**src/rtl/odel_block_pkg.sv**
```systemverilog
// Shared constants, word type and helpers for the transmit-side output delay path.
package aimc_lib;

    localparam int ODEL_DEL_W  = 4;
    localparam int ODEL_HIST   = 2;
    localparam int ODEL_QDEPTH = 2;

    typedef logic [7:0] odel_word_t;

    // Controller order has bit 0 earliest; the PHY TX FIFO wants bit 7 earliest.
    function automatic odel_word_t odel_bitrev(input odel_word_t w);
        odel_word_t r;
        for (int i = 0; i < 8; i++) begin
            r[7-i] = w[i];
        end
        return r;
    endfunction

endpackage

```
**src/rtl/odel_queue.sv**
```systemverilog
// Two-entry FIFO between the delay selection and the TX FIFO write port.
module odel_queue #(
    parameter int WIDTH = 128
) (
    input  logic             clk_i,
    input  logic             rst_i,
    input  logic             clr_i,
    input  logic             push_i,
    input  logic             pop_i,
    input  logic [WIDTH-1:0] din_i,
    output logic [WIDTH-1:0] head_o,
    output logic [1:0]       cnt_o
);

    logic [WIDTH-1:0] e0_q, e0_d;
    logic [WIDTH-1:0] e1_q, e1_d;
    logic [1:0]       cnt_q, cnt_d;
    logic             pop_ok;

    assign pop_ok = pop_i && (cnt_q != 2'd0);

    // e0 is always the head, so a pop shifts e1 down.
    always_comb begin
        cnt_d = cnt_q;
        e0_d  = e0_q;
        e1_d  = e1_q;
        if (clr_i) begin
            cnt_d = 2'd0;
            e0_d  = '0;
            e1_d  = '0;
        end else if (push_i && pop_ok) begin
            if (cnt_q == 2'd2) begin
                e0_d = e1_q;
                e1_d = din_i;
            end else begin
                e0_d = din_i;
            end
        end else if (push_i) begin
            if (cnt_q == 2'd0) begin
                e0_d = din_i;
            end else begin
                e1_d = din_i;
            end
            cnt_d = cnt_q + 2'd1;
        end else if (pop_ok) begin
            e0_d  = e1_q;
            cnt_d = cnt_q - 2'd1;
        end
    end

    always_ff @(posedge clk_i) begin
        if (rst_i) begin
            cnt_q <= 2'd0;
            e0_q  <= '0;
            e1_q  <= '0;
        end else begin
            cnt_q <= cnt_d;
            e0_q  <= e0_d;
            e1_q  <= e1_d;
        end
    end

    assign head_o = e0_q;
    assign cnt_o  = cnt_q;

endmodule

```
**src/rtl/odel_block.sv**
```systemverilog
// Per-line coarse output delay (0-15 UI) feeding the PHY TX FIFOs through a 2-entry queue.
module odel_block
    import aimc_lib::*;
#(
    parameter int LINES = 16
) (
    input  logic                        clk_div,
    input  logic                        rst_div,
    input  logic [LINES*ODEL_DEL_W-1:0] param_io_out_del,
    input  logic                        tx_en,
    input  logic [LINES-1:0][7:0]       phy_din,
    input  logic                        din_valid,
    output logic                        din_ready,
    input  logic [LINES-1:0]            tx_fifo_full,
    output logic [LINES-1:0][7:0]       tx_d,
    output logic                        tx_fifo_wren
);

    logic [LINES*ODEL_DEL_W-1:0] del_q;
    logic [LINES-1:0][7:0]       sel_word;
    logic [LINES*8-1:0]          head;
    logic [1:0]                  cnt;
    logic                        acc;
    logic                        pop;

    assign din_ready    = !rst_div && tx_en && (cnt != 2'(ODEL_QDEPTH));
    assign acc          = din_valid && din_ready;
    assign pop          = !rst_div && tx_en && (cnt != 2'd0) && (&(~tx_fifo_full));
    assign tx_fifo_wren = pop;

    always_ff @(posedge clk_div) begin
        if (rst_div) begin
            del_q <= '0;
        end else begin
            del_q <= param_io_out_del;
        end
    end

    for (genvar l = 0; l < LINES; l++) begin : g_line
        odel_word_t  w1_q, w1_d;
        odel_word_t  w2_q, w2_d;
        logic [23:0] hist;
        logic [4:0]  idx;

        // History only moves on an accepted beat; disabling wipes it.
        always_comb begin
            w1_d = w1_q;
            w2_d = w2_q;
            if (!tx_en) begin
                w1_d = '0;
                w2_d = '0;
            end else if (acc) begin
                w2_d = w1_q;
                w1_d = phy_din[l];
            end
        end

        always_ff @(posedge clk_div) begin
            if (rst_div) begin
                w1_q <= '0;
                w2_q <= '0;
            end else begin
                w1_q <= w1_d;
                w2_q <= w2_d;
            end
        end

        assign hist        = {phy_din[l], w1_q, w2_q};
        assign idx         = 5'd16 - {1'b0, del_q[l*ODEL_DEL_W +: ODEL_DEL_W]};
        assign sel_word[l] = odel_bitrev(hist[idx +: 8]);
    end

    odel_queue #(
        .WIDTH(LINES*8)
    ) u_queue (
        .clk_i (clk_div),
        .rst_i (rst_div),
        .clr_i (!tx_en),
        .push_i(acc),
        .pop_i (pop),
        .din_i (sel_word),
        .head_o(head),
        .cnt_o (cnt)
    );

    assign tx_d = head;

endmodule
```
**config.mk**
```make
export PLATFORM = sky130hd
export DESIGN_NAME = odel_block
export DESIGN_NICKNAME = d
export VERILOG_FILES = /design/src/rtl/odel_block_pkg.sv /design/src/rtl/odel_queue.sv /design/src/rtl/odel_block.sv
export SDC_FILE = /design/constraint.sdc
export NUM_CORES = 2
export LEC_CHECK = 0
export ABC_CLOCK_PERIOD_IN_PS = 9600
export BUFFER_PORTS_ARGS = -buffer_cell sky130_fd_sc_hd__buf_2
export CAP_MARGIN = 20
export CORE_MARGIN = 2
export CORE_UTILIZATION = 60
export DETAILED_ROUTE_END_ITERATION = 16
export PLACE_DENSITY = 0.81
export SLEW_MARGIN = 20
export SYNTH_ARGS = -nofsm -noshare
export SYNTH_HDL_FRONTEND = slang
export SYNTH_SLANG_ARGS = --single-unit
```
**constraint.sdc**
```tcl
create_clock -name clk_div -period 9.6 [get_ports clk_div]
set_input_delay 2.88 -clock clk_div [delete_from_list [all_inputs] [get_ports clk_div]]
set_output_delay 2.88 -clock clk_div [all_outputs]
set_load 0.005 [all_outputs]
```
==> metrics.csv <==
stage;metric;value;unit
synthesis;post-synth-top-count-cell;nand2_1;
power;p_sw_frac;0.279;
floorplan;rows;89;
drt;wl;97400;um
synthesis;synth_cells;3979;
floorplan;pin_count;342;
grt;antenna_found_initial;3;
power;p_switching;1.66;mW
timing;fin_crit;7.89;ns
grt;globalRouteTotalUtil;0.310;
timing;fin_crit_sh;0.822;
drt;detail-route-antenna-nets;0;
finish;design_area;39200;um2
drt;wl_per_cell;19.9;um
place;gp_congestion;0.952;
synthesis;synth.area.top_cells;dfxtp_1 (33%), mux4_2 (19%), nand2_1 (7.6%), o21ai_0 (6.8%), mux2i_1 (4.6%);
critical_path;endpoint_kind;output pin;
synthesis;synth-edff-count;0;
synthesis;ys_ff_latch;578;
drt;drc_errors;0;
cts;tritoncts;built;
synthesis;synthTopCellsByCount;nand2_1 (722), dfxtp_1 (578), o21ai_0 (480), mux4_2 (302), a21oi_1 (267);
grt;grt_max_degree;222;
place;dp_hpwl;64900;um
place;port_buffers;341;
floorplan;start_util;0.604;
timing;tns;0;ns
power;internal-power;4.31;mW
place;dp_cells;4783;
power;pwr-share-clk;0.404;
power;vdd_drop_max;0.157;mV
synthesis;ys_seq_area_frac;0.326;
place;placed_cell_area;37100;um2
synthesis;synth_area;35500;um2
critical_path;critical_path_class;input port to output pin;
finish;drive_gt1_frac;0.232;
drt;drtIter0Drc;2937;
timing;fmax;0.127;GHz
timing;maxSlewHeadroom;0.220;
finish;stdcell_count;4896;
cts;clock_latency;0.64;ns
timing;tightest_slew;1.16;ns
grt;gr-total-overflow;0;
finish;nets;4301;
critical_path;worstPathMaxFanout;67;
drt;firstDrtPassIters;6;
cts;cts_sinks;578;
critical_path;worstPathRequired;6.72;ns
synthesis;ys.flop_type;dfxtp_1;
timing;setup_viol;0;
critical_path;start_kind;input port;
cts;post_cts_buffers;0;
drt;vias_per_cell;6.50;
synthesis;yosys.area.top_type;dfxtp_1;
power;powerDensity;152;nW/um2
synthesis;synthArstFlopShare;0;
synthesis;yosysWarnings;0;
cts;cts_root_buf;clkbuf_16;
cts;cts_resized;0;
cts;htreeDepth;2;
power;power.leakage;14.3;nW
timing;slew_viol_final;0;
finish;fin_util;0.666;
floorplan;core_area;58800;um2
grt;grt_first_pass_wirelength;156000;um
cts;hold_buffers;0;
synthesis;synthesis.nets;4208;
critical_path;cp.arrival;5.01;ns
synthesis;synthDistinctLibCells;84;
floorplan;dieArea;61200;um2
synthesis;synth_top_area_frac;0.326;
power;sequentialPowerShare;0.421;
floorplan;fp.dieH;247;um
drt;vias;31800;
grt;first_global_vias;29500;
timing;final-hold-violation-count;0;
outcome;status;finished, final reports clean;
finish;syn_to_final_growth;10.3;%
timing;rsz0062_at_grt;false;
cts;path_clk_slew;0.06;ns
timing;fin_skew;0.0220;ns
synthesis;postSynthAreaPerCell;8.93;um2
job;drv_cap;0;
min_path;min_path_type;register to register;
floorplan;die_width;247;um
power;totalPowerFinal;5.97;mW
cts;cts.path.max_buffers;3;
power;combPwrFrac;0.176;
cts;cts-buffers-inserted;60;
-- logic make-up after synthesis --
logic type	after synthesis	share of synthesized area
compound gates	1085	0.186
xor+xnor	26	0.00641
fa+ha+maj	17	0.00599
buf+inv	399	0.0472
flops	578	0.326
mux	563	0.269
simple gates	1311	0.160
-- worst paths after layout --
check	depth (start not counted)	slack [ns]	start	to
worst max-delay path	5	1.71	rst_div	tx_fifo_wren
worst min register to register	2	0.45	u_queue.head_o[110]	u_queue.head_o[110]
worst min-delay path	2	0.45	u_queue.head_o[110]	u_queue.head_o[110]
worst max register to register	8	4.56	u_queue.cnt_o[0]	u_queue.head_o[58]
-- sequential cells by signal, summed over array words and instances, names as in the netlist --
name / flops
g_line.w1_q: 128
g_line.w2_q: 128
u_queue.e1_q: 128
u_queue.head_o: 128
del_q: 64
u_queue.cnt_o: 2
-- power by group through the flow --
stage	Combinational, mW	Clock (mW)	Sequential [mW]
after floorplan	0.794	0	2.53
after CTS	1.04	2.44	2.51
after detailed placement	1.03	0	2.56
final	1.05	2.41	2.51
after global routing	1.13	2.54	2.52
after global placement	1.02	0	2.56
-- metal layers --
metal / share of wire / GRT usage / vias to the layer above
li1: - / - / 14900
met1: 0.42 / 0.422 / 15300
met2: 0.46 / 0.497 / 1406
met3: 0.078 / 0.0523 / 241
met4: 0.038 / 0.118 / 2
met5: 0.00017 / 0 / -
-- worst max-delay path, stage by stage --
cell and delay (ns):
buf_4 0.70, nand2b_4 0.59, or3_1 0.32, and4b_1 0.30, buf_2 0.19
-- per-stage QoR --
| stage | setup WS (ns) | hold slack [ns] |
|---|---|---|
| global route | 1.61 | 0.471 |
| floorplan | 2.53 | 0.433 |
| detailed placement | 1.67 | 0.446 |
| finish | 1.71 | 0.453 |
| CTS | 1.73 | 0.455 |
| global placement | 1.79 | 0.442 |
-- cells in the final DEF (no fill, tap or decap), types with 8 or more instances in the layout --
| cell | instances |
|---|---|
| buf_2 | 340 |
| clkbuf_16 | 61 |
| mux2_2 | 95 |
| buf_4 | 36 |
| nor2b_1 | 86 |
| a221oi_1 | 8 |
| and2_1 | 14 |
| o31a_1 | 14 |
| a211oi_1 | 68 |
| o22ai_1 | 22 |
| o31ai_1 | 17 |
| ha_1 | 17 |
| dfxtp_1 | 578 |
| o21ba_2 | 9 |
| mux4_2 | 302 |
| mux2i_1 | 163 |
| o221a_2 | 23 |
| and3_1 | 17 |
| o21ai_0 | 479 |
| a222oi_1 | 18 |
| xor2_1 | 13 |
| o32ai_1 | 16 |
| a31o_2 | 14 |
| a21o_1 | 25 |
| inv_1 | 48 |
| a31oi_1 | 9 |
| nor4_1 | 46 |
| nand3_1 | 67 |
| nor2_1 | 251 |
| clkinv_2 | 15 |
| nor3_1 | 59 |
| clkbuf_1 | 10 |
| clkbuf_8 | 8 |
| a21oi_1 | 267 |
| a211o_1 | 8 |
| o221ai_1 | 17 |
| o211ai_1 | 10 |
| xnor2_1 | 9 |
| nand2_1 | 722 |
-- cell type report --
type                       instances  area, um2
inverter                          50        195
antenna                            3       7.51
fill                            4675      19600
clock buffer                      79       1670
timing repair buffer             380       2050
clock inverter                    31        358
sequential                       578      11600
multi-input combinational       3002      22400
tap                              773        967
(Power assumes the default switching activity.)
